$ cat src/rtl/reg64_rr_arbiter.sv
`default_nettype none
// +----------------------------------------------------------------------------+
// | reg64_rr_arbiter                                                           |
// | Round-robin arbitrated 64-bit shared register with lockable ownership.    |
// | Revision: 1.0                                                              |
// +----------------------------------------------------------------------------+
module reg64_rr_arbiter #(
   parameter int NREQ     = 4,
   parameter int DW       = 64,
   parameter int LOCK_MAX = 16
) (
   input  logic                 clk,
   input  logic                 reset,
   input  logic [NREQ-1:0]      req_valid,
   input  logic [NREQ*DW-1:0]   req_data,
   input  logic [NREQ-1:0]      req_lock,
   output logic [NREQ-1:0]      req_ready,
   output logic [2:0]           gnt_id,
   output logic                 busy,
   output logic [DW-1:0]        data_q,
   output logic                 wr_pulse,
   output logic                 lock_tmo
);

   localparam logic [1:0] S_IDLE    = 2'd0;
   localparam logic [1:0] S_GRANT   = 2'd1;
   localparam logic [1:0] S_HOLD    = 2'd2;
   localparam logic [7:0] HOLD_LAST = 8'(LOCK_MAX - 1);

   logic [1:0]      state_q,     state_d;
   logic [2:0]      gnt_id_q,    gnt_id_d;
   logic [2:0]      ptr_q,       ptr_d;
   logic [7:0]      hold_cnt_q,  hold_cnt_d;
   logic [NREQ-1:0] req_ready_q, req_ready_d;
   logic [DW-1:0]   data_d;
   logic            wr_pulse_q,  wr_pulse_d;
   logic            lock_tmo_q,  lock_tmo_d;

   logic            any_valid;
   logic [2:0]      winner;
   logic [2:0]      ptr_next;
   logic            own_valid;
   logic            own_lock;
   logic [DW-1:0]   own_data;

   // Walk requesters in priority order ptr, ptr+1, ... and keep the first valid one.
   always_comb begin
      any_valid = 1'b0;
      winner    = ptr_q;
      for (int k = 0; k < NREQ; k++) begin
         for (int j = 0; j < NREQ; j++) begin
            if (!any_valid && req_valid[j] && ((int'(ptr_q) + k) % NREQ) == j) begin
               any_valid = 1'b1;
               winner    = 3'(j);
            end
         end
      end
   end

   always_comb begin
      own_valid = 1'b0;
      own_lock  = 1'b0;
      own_data  = '0;
      for (int j = 0; j < NREQ; j++) begin
         if (gnt_id_q == 3'(j)) begin
            own_valid = req_valid[j];
            own_lock  = req_lock[j];
            own_data  = req_data[j*DW +: DW];
         end
      end
   end

   assign ptr_next = (gnt_id_q == 3'(NREQ - 1)) ? 3'd0 : gnt_id_q + 3'd1;

   always_ff @(posedge clk or negedge reset) begin
      if (!reset) begin
         state_q     <= S_IDLE;
         gnt_id_q    <= 3'd0;
         ptr_q       <= 3'd0;
         hold_cnt_q  <= 8'd0;
         req_ready_q <= '0;
         data_q      <= '0;
         wr_pulse_q  <= 1'b0;
         lock_tmo_q  <= 1'b0;
      end else begin
         state_q     <= state_d;
         gnt_id_q    <= gnt_id_d;
         ptr_q       <= ptr_d;
         hold_cnt_q  <= hold_cnt_d;
         req_ready_q <= req_ready_d;
         data_q      <= data_d;
         wr_pulse_q  <= wr_pulse_d;
         lock_tmo_q  <= lock_tmo_d;
      end
   end

   always_comb begin
      state_d = state_q;
      case (state_q)
         S_IDLE:  if (any_valid) state_d = S_GRANT;
         S_GRANT: state_d = (own_valid && own_lock) ? S_HOLD : S_IDLE;
         S_HOLD:  if (!own_lock || hold_cnt_q == HOLD_LAST) state_d = S_IDLE;
         default: state_d = S_IDLE;
      endcase
   end

   always_comb begin
      gnt_id_d   = gnt_id_q;
      ptr_d      = ptr_q;
      hold_cnt_d = hold_cnt_q;
      data_d     = data_q;
      wr_pulse_d = 1'b0;
      lock_tmo_d = 1'b0;
      case (state_q)
         S_IDLE: begin
            if (any_valid) gnt_id_d = winner;
         end
         S_GRANT: begin
            hold_cnt_d = 8'd0;
            if (own_valid) begin
               data_d     = own_data;
               wr_pulse_d = 1'b1;
            end
            if (!(own_valid && own_lock)) ptr_d = ptr_next;
         end
         S_HOLD: begin
            hold_cnt_d = hold_cnt_q + 8'd1;
            if (own_valid) begin
               data_d     = own_data;
               wr_pulse_d = 1'b1;
            end
            if (!own_lock) begin
               ptr_d = ptr_next;
            end else if (hold_cnt_q == HOLD_LAST) begin
               ptr_d      = ptr_next;
               lock_tmo_d = 1'b1;
            end
         end
         default: ;
      endcase
      // Ready is registered so it is already high on the first cycle of GRANT.
      for (int j = 0; j < NREQ; j++) begin
         req_ready_d[j] = (state_d != S_IDLE) && (gnt_id_d == 3'(j));
      end
   end

   assign req_ready = req_ready_q;
   assign gnt_id    = gnt_id_q;
   assign busy      = (state_q != S_IDLE);
   assign wr_pulse  = wr_pulse_q;
   assign lock_tmo  = lock_tmo_q;

endmodule
`default_nettype wire
$ cat config.mk
export PLATFORM = sky130hd
export DESIGN_NAME = reg64_rr_arbiter
export DESIGN_NICKNAME = d
export VERILOG_FILES = /design/src/rtl/reg64_rr_arbiter.sv
export SDC_FILE = /design/constraint.sdc
export NUM_CORES = 1
export LEC_CHECK = 0
export BUFFER_PORTS_ARGS = -buffer_cell sky130_fd_sc_hd__buf_2
export CAP_MARGIN = 15
export CORE_AREA = 10 10 124 126
export CTS_CLUSTER_SIZE = 8
export DETAILED_ROUTE_END_ITERATION = 16
export DIE_AREA = 0 0 134 136
export HOLD_SLACK_MARGIN = 0.02
export PLACE_DENSITY = 0.79
export SLEW_MARGIN = 20
export SYNTH_ARGS = -nofsm -noshare
export SYNTH_HDL_FRONTEND = slang
export SYNTH_SLANG_ARGS = --single-unit
$ cat constraint.sdc
create_clock -name clk -period 2.2 [get_ports clk]
set_input_delay 0.44 -clock clk [delete_from_list [all_inputs] [get_ports clk]]
set_output_delay 0.44 -clock clk [all_outputs]
set_load 0.05 [all_outputs]
Word-level counts from Yosys, hierarchy flattened --
Cells that the tools add are included.
Cells by class: $add $sub $neg 5, equal/unequal tests 23, muxes and demuxes 61, bitwise logic cells 3, reductions and logical operators 69
Operator list (count):
- 2-to-1 mux 64 bit | 4
- zero test 32 bit | 4
- 2-to-1 mux 3 bit | 22
- logical AND 1 bit | 36
- 2-to-1 mux 1 bit | 29
- == test 3 x 2 -> 1 bit (second input constant) | 7
- == test 3 bit (second input constant) | 6
- zero test 1 bit | 16
- case mux 8 bit (2 select lines) | 1
- adder 8 x 1 -> 8 bit (second input constant) | 1
- == test 8 x 4 -> 1 bit (second input constant) | 1
- OR reduction 2 bit | 4
- == test 2 bit (second input constant) | 3
- == test 3 x 1 -> 1 bit (second input constant) | 2
- zero test 3 bit | 2
- 2-to-1 mux 2 bit | 3
- case mux 2 bit (3 select lines) | 1
- case mux 3 bit (2 select lines) | 1
- nonzero test 2 bit | 3
- adder 2 bit (second input constant) | 2
- == test 2 x 1 -> 1 bit (second input constant) | 2
- adder 3 x 1 -> 3 bit (second input constant) | 1
- bitwise AND 1 bit (first input constant) | 3
- != test 3 bit (second input constant) | 1
- other kinds (6) | 6
Word-level totals: register bits after elaboration 86, word-level logic and storage cells 169

Logic depth before layout (Yosys ltp) --
depth after elaboration 67, gate-level depth with buffers 10, depth with buffers taken out 7

Worst setup path after synthesis --
OpenSTA, ideal clock, no wires.
path kind register -> register, from register gnt_id_q[0] (netlist: gnt_id[0]), to register data_q[32], arrival 2.274 ns, setup slack -0.207 ns, cell stages (with the launch flop) 11, buffers on the path 3, path through dfrtp_1 inv_1 ha_1 nor3b_1 a2111oi_4 nand2_1 buf_2 buf_6 buf_6 nand2_1 o21ai_0
On the way: word-level cells in the longest chain between the ends 6, elaborated cells on any way between the ends 13
Ends and longest elaborated chain:
- start: declaration | line 31 | logic [2:0] gnt_id_q, gnt_id_d;
- start signal: assignment | line 87 | gnt_id_q <= gnt_id_d;
- zero test 3 bit | line 65 | if (gnt_id_q == 3'(j)) begin
- 2-to-1 mux 1 bit (4 in a row) | line 65
- AND reduction 2 bit (no line)
- end signal: assignment | line 91 | data_q <= data_d;
- end: declaration | line 20 | output logic [DW-1:0] data_q,
Several ways; a longest one is shown, not always the timed one. A chain may end at the register's enable or synchronous reset.

Final worst setup path --
from register gnt_id_q[0] (netlist: gnt_id[0]), to register req_ready_q[3] (netlist: req_ready[3])
On the way: word-level cells in the longest chain between the ends 11, elaborated cells on any way between the ends 23
Ends and longest elaborated chain:
- zero test 3 bit | line 65
- 2-to-1 mux 1 bit (4 in a row) | line 65
- zero test 1 bit
- logical OR 1 bit | line 102 | S_HOLD: if (!own_lock || hold_cnt_q == HOLD_LAST) state_d = S_IDLE;
- 2-to-1 mux 2 bit | line 102
- case mux 2 bit (3 select lines) | line 99 | case (state_q)
- nonzero test 2 bit | line 143 | req_ready_d[j] = (state_d != S_IDLE) && (gnt_id_d == 3'(j));
- logical AND 1 bit * | line 143
- via req_ready_d[3] | line 34 | logic [NREQ-1:0] req_ready_q, req_ready_d;
- end signal: assignment | line 90 | req_ready_q <= req_ready_d;
- end: declaration | line 34
Mark *: on every way through the listed nets, which the timed path passes. The rest lies on a longest branch.

==> flow_summary.ini <==
[logic_synthesis]
synthesis.area_um2 = 5100
syn_area_per_cell_um2 = 8.03
ys_warn_count = 0
syn_nets = 910
ys_seq_elements = 85
synthArstFlopShare_pct = 100
yosysSeqAreaShare_pct = 41.7
syn-instance-count = 635
synth.distinct_cells = 42
synth_ff_type = dfrtp_1
synth-edff-count = 0

[floorplanning]
row_count = 42
io_pins = 340
initial_utilization_pct = 39.3
core_area_um2 = 13000
chipWidth_um = 134
fp.dieH_um = 136
die_area_um2 = 18200

[sta]
hold_viol_final = 0
period_share_pct = 101
max_freq_ghz = 0.449
relSlewSlack_pct = 63.0
fin_hold_ws_ps = 19.5
rsz0062_at_grt = true
worst_pin_slew_ps = 551
timing.final.ws_setup_ps = -26.2
worst_clock_skew_ps = 5.43
slew_violations = 0
period_minus_slack_ps = 2230
setup_violations = 2

[layout]
area_delta_synth_final_pct = 46.8
final_cell_area_um2 = 7490
nFillCells = 1178
regArea_um2 = 2130
drive_gt1_share_pct = 41.8
nets = 1223
n_antenna_cell = 0
multi_input_area_um2 = 2790
final_util_pct = 57.7

[detailed_routing]
ant_nets = 0
wirelength_mm = 20.9
drtIter0Drc = 341
dr.pass1.iters = 5
via_per_inst = 5.38
drcViolationCount = 0
wl_per_cell_um = 18.5
vias = 6063

[global_route]
grt_max_degree = 72
antenna_found_initial = 2
gr-usage-all-layers_pct = 21.5
overflow = 0
grt_pass1_vias = 6049
grt_pass1_wl_mm = 31.6

[run_status]
status = finished, violations left
failed_checks = negative setup slack

[clock_tree]
cts.sinks = 85
cts-root-buf = clkbuf_16
cts.path.max_buffers = 2
cts_buffers = 9
htreeDepth = 3
insertion_delay_ps = 340
cts_tree = yes
clk_pin_slew_worst_paths_ps = 60

[place]
dp_slack_ps = 18.5
place_hpwl_mm = 16.7
placedInstanceArea_um2 = 7110
globalplace.congestion = 0.925
port_buffers = 339

[critical_path]
path_cells = ha_4 -> nand3b_1 -> a2111oi_4 -> a32oi_2 -> a2111o_1 -> and3b_1
critPathKind = reg2reg
startpoint_type = flip-flop
path_buf_inv = 0
critPathCaptureType = flip-flop
crit_arrival_ps = 2500
worstPathMaxFanout = 6
cpPeakStageDelay_ps = 510
slowest_stage = a2111o_1
worstPathRequired_ps = 2480
cpLargestDelayFamily = compound AO/OA/AOI/OAI gates

[power_and_ir_drop]
p_leak_uw = 0.00370
vdd_ir_drop_max_mv = 0.878
switching_share_pct = 53.0
power_uw = 13000
p_int_uw = 6100
power.share.sequential_pct = 20.0
p_sw_uw = 6880
power_per_cell_area_nw_per_um2 = 1730
combPwrFrac_pct = 68.2
p_clk_share_pct = 11.8

[hold_path]
min_path_type = in2async

[run]
cap_violations = 0
synthesized netlist by cell type, types with 5 or more instances:
cell type  instances  area [µm²]
o21ai_0           68         340
clkbuf_1          38         143
buf_1              9        33.8
nand2_1           79         297
o21ai_1            5        25.0
a21oi_1           70         350
ha_1               9         113
dfrtp_1           85        2130
nor3b_1            7        52.6
nor2_1            68         255
a221oi_1          64         561
inv_1              9        33.8
buf_2              9        45.0
nor3_1            68         340
nor2b_1            8        50.1
cell families (layout without fill, tap and decap cells):
logic type | Yosys count | count (layout) | synth area share [%]
buffers and inverters | 67 | 384 | 5.45
adders and majority gates | 9 | 9 | 2.21
DFF | 85 | 85 | 41.7
AOI/OAI and AO/OA | 222 | 222 | 28.0
xor gates and xnor gates | 1 | 1 | 0.172
muxes | 3 | 3 | 0.638
and+or+nand+nor | 248 | 248 | 21.8
area by class of cell:
class,instances,area share (%)
inverters,9,0.518
clock inverters,5,0.802
well taps,176,2.94
repair buffers,360,26.8
clock buffers,10,3.19
flip-flops and latches,85,28.4
multi-input cells,483,37.3
cells in the final DEF (no fill, tap or decap), types with 9 or more instances in the layout:
cell       count
buf_2        338
dfrtp_1       83
nand2_1       78
a21oi_1       70
nor2_1        68
o21ai_0       67
nor3_1        66
a221oi_1      64
buf_12        12
buf_4         10
clkbuf_16      9
power by group through the flow:
| stage | clock [µW] | sequential (µW) | combinational, µW |
|---|---|---|---|
| final | 1540 | 2590 | 8850 |
| after global placement | 0 | 2560 | 8610 |
| after detailed placement | 0 | 2590 | 8750 |
| after floorplan | 0 | 4420 | 4410 |
| after global routing | 1650 | 2670 | 9660 |
| after CTS | 1570 | 2570 | 8780 |
sequential cells by signal, summed over array words and instances (netlist names):
name,flops
state_q,2
gnt_id,3
wr_pulse,1
req_ready,4
lock_tmo,1
data_q,64
hold_cnt_q,8
ptr_q,2
per-stage QoR:
step                      std cells  setup TNS [ps]
final                          1128           -36.8
after global routing           1128            -398
after CTS                      1126               0
after detailed placement       1111               0
after global placement         1111               0
after floorplan                 635               0
path summary, 6_finish.rpt:
check | from | to | slack (ps) | depth (start not counted)
max | gnt_id[0] | req_ready[3] | -30 | 6
min | reset | data_q[54] | 20 | 1
max reg2reg | gnt_id[0] | req_ready[3] | -30 | 6
min reg2reg | data_q[19] | data_q[19] | 470 | 2
max in group asynchronous | reset | gnt_id[1] | 1500 | 2
min in group clk | req_data[241] | data_q[49] | 380 | 3
what timing repair did:
action                                  in CTS  in global routing
endpoints found under the setup margin       1                 36
hold buffers                                 0                  0
setup buffers                                0                  2
pin swaps                                    0                  5
gates resized for setup                      1                 12
metal layers:
| layer | share of wire, % | global-route usage, % | vias to the layer above |
|---|---|---|---|
| li1 | - | - | 2951 |
| met1 | 38 | 24.1 | 2748 |
| met2 | 50 | 37.3 | 320 |
| met3 | 10 | 7.82 | 42 |
| met4 | 2.3 | 6.53 | 2 |
| met5 | 0.062 | 0 | - |
Note: power is estimated with default switching activity, not from simulation.
